==> config.mk <==
export PLATFORM = sky130hd
export DESIGN_NAME = temp_poll_sched
export DESIGN_NICKNAME = d
export VERILOG_FILES = /design/src/rtl/temp_sched_pkg.sv /design/src/rtl/temp_tick_gen.sv /design/src/rtl/temp_poll_sched.sv
export SDC_FILE = /design/constraint.sdc
export NUM_CORES = 1
export LEC_CHECK = 0
export CORE_ASPECT_RATIO = 0.8
export CORE_MARGIN = 8
export CORE_UTILIZATION = 45
export DETAILED_ROUTE_END_ITERATION = 16
export PLACE_DENSITY_LB_ADDON = 0.3
export SKIP_LAST_GASP = 1
export SYNTH_ARGS = -nofsm -noshare
export SYNTH_HDL_FRONTEND = slang
export SYNTH_SLANG_ARGS = --single-unit
export TNS_END_PERCENT = 20
==> constraint.sdc <==
create_clock -name clk -period 4.1 [get_ports clk]
set_clock_uncertainty 0.1 [all_clocks]
set_input_delay 0.41 -clock clk [delete_from_list [all_inputs] [get_ports clk]]
set_output_delay 0.41 -clock clk [all_outputs]
set_load 0.005 [all_outputs]
==> src/rtl/temp_sched_pkg.sv <==
// Shared types and helpers for the temperature/humidity poll sequencer.
package temp_sched_pkg;

  typedef enum logic [2:0] {
    ST_IDLE,
    ST_TRIG,
    ST_WAIT,
    ST_CHECK,
    ST_GAP
  } state_e;

  // Bit positions of the fields inside the 40-bit reader frame
  localparam int HUM_MSB   = 39;
  localparam int HUM_LSB   = 32;
  localparam int HUMF_MSB  = 31;
  localparam int HUMF_LSB  = 24;
  localparam int TEMP_MSB  = 23;
  localparam int TEMP_LSB  = 16;
  localparam int TEMPF_MSB = 15;
  localparam int TEMPF_LSB = 8;
  localparam int CK_MSB    = 7;
  localparam int CK_LSB    = 0;

  // Sensor checksum: modulo-256 sum of the four data bytes
  function automatic logic frame_cksum_ok(input logic [39:0] f);
    logic [7:0] sum;
    sum = f[HUM_MSB:HUM_LSB] + f[HUMF_MSB:HUMF_LSB] +
          f[TEMP_MSB:TEMP_LSB] + f[TEMPF_MSB:TEMPF_LSB];
    return (sum == f[CK_MSB:CK_LSB]);
  endfunction

endpackage

==> src/rtl/temp_tick_gen.sv <==
// Free-running poll period counter; held at zero while disabled.
module temp_tick_gen #(
  parameter int unsigned PERIOD_CYC = 100_000_000
) (
  input  logic clk,
  input  logic rst,
  input  logic enable,
  output logic tick
);

  localparam logic [31:0] TERM = 32'(PERIOD_CYC - 1);

  logic [31:0] cnt_q, cnt_d;

  // Next count: wrap at terminal count, clear whenever disabled
  always_comb begin
    cnt_d = cnt_q;
    if (!enable)
      cnt_d = '0;
    else if (cnt_q == TERM)
      cnt_d = '0;
    else
      cnt_d = cnt_q + 32'd1;
  end

  assign tick = enable && (cnt_q == TERM);

  // Period counter register
  always_ff @(posedge clk or posedge rst) begin
    if (rst)
      cnt_q <= '0;
    else
      cnt_q <= cnt_d;
  end

endmodule

==> src/rtl/temp_poll_sched.sv <==
// Poll sequencer: triggers the sensor reader, supervises the transaction,
// validates the frame checksum and publishes temperature/humidity.
module temp_poll_sched
  import temp_sched_pkg::*;
#(
  parameter int unsigned PERIOD_CYC   = 100_000_000,
  parameter int unsigned MIN_GAP_CYC  = 50_000_000,
  parameter int unsigned TIMEOUT_CYC  = 2_000_000,
  parameter int unsigned TRIG_LOW_CYC = 16
) (
  input  logic        clk,
  input  logic        rst,
  input  logic        enable,
  input  logic        manual_req,
  input  logic        rd_done,
  input  logic [39:0] rd_frame,
  output logic        trigger,
  output logic [7:0]  temp_out,
  output logic [7:0]  hum_out,
  output logic        data_valid,
  output logic        upd,
  output logic        err_timeout,
  output logic        err_cksum,
  output logic [7:0]  err_cnt,
  output logic        busy
);

  localparam logic [31:0] TRIG_LAST = 32'(TRIG_LOW_CYC - 1);
  localparam logic [31:0] TO_LAST   = 32'(TIMEOUT_CYC - 1);
  localparam logic [31:0] GAP_LAST  = 32'(MIN_GAP_CYC - 1);

  state_e      state_q, state_d;
  logic [31:0] cnt_q, cnt_d;
  logic        pend_q, pend_d;
  logic        trig_q, trig_d;
  logic [7:0]  temp_q, temp_d;
  logic [7:0]  hum_q, hum_d;
  logic        valid_q, valid_d;
  logic        upd_q, upd_d;
  logic        eto_q, eto_d;
  logic        eck_q, eck_d;
  logic [7:0]  ecnt_q, ecnt_d;
  logic [39:0] frame_q;
  logic        frame_ld;
  logic        tick;
  logic        req;

  temp_tick_gen #(.PERIOD_CYC(PERIOD_CYC)) u_tick (
    .clk    (clk),
    .rst    (rst),
    .enable (enable),
    .tick   (tick)
  );

  // Tick and manual request collapse into a single one-deep request
  assign req = tick | manual_req;

  // Next-state and output decode; the shared counter times TRIG, WAIT and GAP
  always_comb begin
    state_d  = state_q;
    cnt_d    = cnt_q + 32'd1;
    pend_d   = pend_q | req;
    trig_d   = 1'b1;
    temp_d   = temp_q;
    hum_d    = hum_q;
    valid_d  = valid_q;
    upd_d    = 1'b0;
    eto_d    = 1'b0;
    eck_d    = 1'b0;
    ecnt_d   = ecnt_q;
    frame_ld = 1'b0;
    unique case (state_q)
      ST_IDLE: begin
        cnt_d = '0;
        if (pend_q || req) begin
          state_d = ST_TRIG;
          pend_d  = 1'b0;
          trig_d  = 1'b0;
        end
      end
      ST_TRIG: begin
        trig_d = 1'b0;
        if (cnt_q == TRIG_LAST) begin
          state_d = ST_WAIT;
          cnt_d   = '0;
          trig_d  = 1'b1;
        end
      end
      ST_WAIT: begin
        // A frame arriving in the expiry cycle still counts as on time
        if (rd_done) begin
          state_d  = ST_CHECK;
          frame_ld = 1'b1;
        end else if (cnt_q == TO_LAST) begin
          state_d = ST_GAP;
          cnt_d   = '0;
          eto_d   = 1'b1;
          ecnt_d  = (ecnt_q == 8'hFF) ? ecnt_q : ecnt_q + 8'd1;
        end
      end
      ST_CHECK: begin
        state_d = ST_GAP;
        cnt_d   = '0;
        if (frame_cksum_ok(frame_q)) begin
          temp_d  = frame_q[TEMP_MSB:TEMP_LSB];
          hum_d   = frame_q[HUM_MSB:HUM_LSB];
          valid_d = 1'b1;
          upd_d   = 1'b1;
        end else begin
          eck_d  = 1'b1;
          ecnt_d = (ecnt_q == 8'hFF) ? ecnt_q : ecnt_q + 8'd1;
        end
      end
      ST_GAP: begin
        if (cnt_q == GAP_LAST) begin
          state_d = ST_IDLE;
          cnt_d   = '0;
        end
      end
      default: begin
        state_d = ST_IDLE;
        cnt_d   = '0;
      end
    endcase
  end

  // Control and published-output registers
  always_ff @(posedge clk or posedge rst) begin
    if (rst) begin
      state_q <= ST_IDLE;
      cnt_q   <= '0;
      pend_q  <= 1'b0;
      trig_q  <= 1'b1;
      temp_q  <= '0;
      hum_q   <= '0;
      valid_q <= 1'b0;
      upd_q   <= 1'b0;
      eto_q   <= 1'b0;
      eck_q   <= 1'b0;
      ecnt_q  <= '0;
    end else begin
      state_q <= state_d;
      cnt_q   <= cnt_d;
      pend_q  <= pend_d;
      trig_q  <= trig_d;
      temp_q  <= temp_d;
      hum_q   <= hum_d;
      valid_q <= valid_d;
      upd_q   <= upd_d;
      eto_q   <= eto_d;
      eck_q   <= eck_d;
      ecnt_q  <= ecnt_d;
    end
  end

  // Frame capture; only read in CHECK, so it needs no reset
  always_ff @(posedge clk) begin
    if (frame_ld)
      frame_q <= rd_frame;
  end

  assign trigger     = trig_q;
  assign temp_out    = temp_q;
  assign hum_out     = hum_q;
  assign data_valid  = valid_q;
  assign upd         = upd_q;
  assign err_timeout = eto_q;
  assign err_cksum   = eck_q;
  assign err_cnt     = ecnt_q;
  assign busy        = (state_q != ST_IDLE);

endmodule

==> reports/results.txt <==
CP endpoint kind - register
Worst Tran Pin Value - 0.936 ns
antenna violations before repair - 0
post-synthesis register bit count - 137
gpl congestion - 0.838
Final min period - 4.01 ns
PwrDens - 365 nW/um^2
post-DP HPWL - 9110 microns
Synth Area per Inst - 11.9 sq um
share of cells above drive strength 1 - 0.138
die area - 18500 sq um
Placed Area - 7380 sq um
final net count - 703
top_reg_cell synth - dfrtp_1
fill cell count - 1174
FFs w/ async S/R, synth - 0.708
Slew HR - 0.376
max_cap viols - 0
initial cell density of the core - 0.456
Post-synth EDFFs - 40
status - completed
# rows - 39
final setup margin - 0.0922 ns
Final Cycle Share - 0.978
DIE HEIGHT - 123 microns
# DRC - 0
final hold vios - 0
CTS Sinks - 137
Worst setup SP type - register
CTS tree - built
Clock transition at path regs - 0.06 ns
Peak VDD IR - 0.283 mV
Hold Worst Slack - 0.373 ns
clock tree buffer depth - 2
leakage dissipation - 3.36 nW
largest net degree at the start of global routing - 56
Root Buffer - clkbuf_16
core area - 14200 sq um
routed wire length - 13200 microns
sequential area share after synthesis - 0.562
area grow syn2layout - 26.0%
Antenna Violating Nets Remaining - 0
DR vias - 4281
DR pass1 iterations - 4
I/O pins - 75
TritonCTS Buffers - 17
Yosys cell types - 55
Post-Synthesis Cells - 544
ant diodes - 0
WP data required - 4.29 ns
Synth Warn # - 0
Hold Path Class - input port to async pin
Setup violations, final - 0
Max Slew Vio Count - 0
DP Worst Slack - 0.0281 ns
Mapped Area - 6460 sq um
Clock Latency Late Sink - 0.42 ns
Syn Nets - 613
first-pass GRT wire length - 22000 microns
Highest Clock Rate - 250 MHz
type of the worst setup path - register to register
RSZ-0062 raised after global routing - yes
vias per inst - 5.15
GRT Util Overall - 0.150
wire length per cell - 15.8 microns
vias in the first global route - 4488
die width - 150 microns
Max FO, Critical Path - 6
initial DRC count - 174
total congestion overflow - 0
# port buffers - 74
Final Instance Area - 8140 sq um
arrival time worst endpoint - 4.20 ns
CTS H-Tree Depth - 4
==> logic make-up (layout without fill, tap and decap cells) <==
logic type,Yosys count,count (layout),share of synthesized area
fa+ha+maj,24,24,0.0628
simple gates,229,229,0.184
xor+xnor,81,81,0.110
compound gates,26,26,0.0267
flops,137,137,0.562
buf+inv,30,133,0.0246
mux,17,17,0.0296
==> worst paths after layout <==
kind | cells past startpoint | to | slack [ns] | startpoint
setup / recovery | 14 | hum_out[0]$_DFFE_PP0P_ | 0.09 | frame_q[25]$_DFFE_PP_
hold / removal | 2 | cnt_q[26]$_DFF_PP0_ | 0.37 | rst
setup reg to reg | 14 | hum_out[0]$_DFFE_PP0P_ | 0.09 | frame_q[25]$_DFFE_PP_
hold reg to reg | 1 | data_valid$_DFFE_PP0P_ | 0.37 | data_valid$_DFFE_PP0P_
max in group asynchronous | 3 | u_tick.cnt_q[0]$_DFF_PP0_ | 2.76 | rst
min in group clk | 1 | data_valid$_DFFE_PP0P_ | 0.37 | data_valid$_DFFE_PP0P_
==> through the flow <==
stage | TNS, ns | util | std cells | total power, W
after floorplan | 0 | - | 544 | 0.00146
after global placement | 0 | 0.521 | 793 | 0.00151
after detailed placement | 0 | 0.521 | 793 | 0.00151
after CTS | 0 | 0.563 | 826 | 0.00301
after global routing | -0.831 | 0.575 | 831 | 0.00307
final | 0 | 0.575 | 831 | 0.00297
==> cell usage in the layout (no fill, tap or decap), types with 18 or more instances in the layout <==
cell             synthesis  layout
nand4_1                 20      20
xor2_1                  51      51
nand2_1                 33      33
clkdlybuf4s50_1          0      74
xnor2_1                 30      27
edfxtp_1                40      40
clkbuf_16                0      18
nor2_1                  82      82
dfrtp_1                 96      96
nand3_1                 25      24
==> repair_timing <==
item | CTS | global route
endpoints found under the setup margin | 6 | 23
pin swaps | 1 | 9
gates cloned | 0 | 2
setup buffers | 1 | 3
hold endpoints to repair | 0 | 0
hold buffers | 0 | 0
gates resized for setup | 0 | 25
==> final cells by class <==
cell class / instances / area, sq um / area share
well taps: 184 / 230 / 0.0283
clock inverters: 14 / 150 / 0.0185
clock buffers: 18 / 429 / 0.0527
repair buffers: 86 / 865 / 0.106
flip-flops and latches: 137 / 3630 / 0.446
multi-input cells: 377 / 2770 / 0.341
inverters: 15 / 58.8 / 0.00723
==> registers in the layout (all words and copies together), names as in the netlist <==
signal	cells
cnt_q	32
data_valid	1
err_cksum	1
err_cnt	8
err_timeout	1
frame_q	40
hum_out	8
pend_q	1
state_q	3
temp_out	8
trigger	1
u_tick.cnt_q	32
upd	1
==> worst max-delay path: stages (launching register included) <==
cell and delay (ns):
edfxtp_1 0.40, fa_1 0.55, inv_1 0.05, fa_1 0.49
inv_2 0.05, ha_4 0.16, fa_2 0.38, xnor2_2 0.16
xnor2_2 0.16, nor4_4 0.27, nand3_2 0.14, nor4_4 0.34
buf_6 0.18, buf_8 0.14, mux2_4 0.30
==> synth_stat cells (2+ instances only) <==
cell type,count,area [sq um]
a21oi_1,8,40.0
nor3b_1,2,15.0
or4b_2,2,20.0
and2_1,7,43.8
xor2_1,51,447
nor4_4,2,42.5
dfrtp_1,96,2400
fa_1,14,280
edfxtp_1,40,1200
or3_1,7,43.8
nand4_1,20,125
nor2_1,82,308
xnor2_1,30,263
or4_1,2,15.0
buf_4,2,15.0
nor4_1,6,37.5
ha_1,10,125
nand2_1,33,124
mux2_2,16,180
and2_2,2,15.0
or2_2,2,12.5
nor3_2,2,20.0
inv_1,15,56.3
nand3_1,25,125
and3_1,10,62.6
and4_1,5,43.8
nor3_1,11,55.1
o21ai_0,7,35.0
buf_2,9,45.0
==> where the power goes <==
part	leakage (nW)	switching [W]	internal [W]
Sequential	1.68	0.00000248	0.00141
Clock	0.278	0.000584	0.000898
Combinational	1.41	0.0000336	0.0000410
Total	3.36	0.000620	0.00235
==> metal layers <==
| metal | up-vias | share of wire | global-route usage |
|---|---|---|---|
| met5 | - | 0 | 0 |
| met1 | 2138 | 0.45 | 0.188 |
| met2 | 73 | 0.49 | 0.242 |
| li1 | 2060 | - | - |
| met3 | 10 | 0.046 | 0.0490 |
| met4 | 0 | 0.011 | 0.0511 |
(Power assumes the default switching activity.)
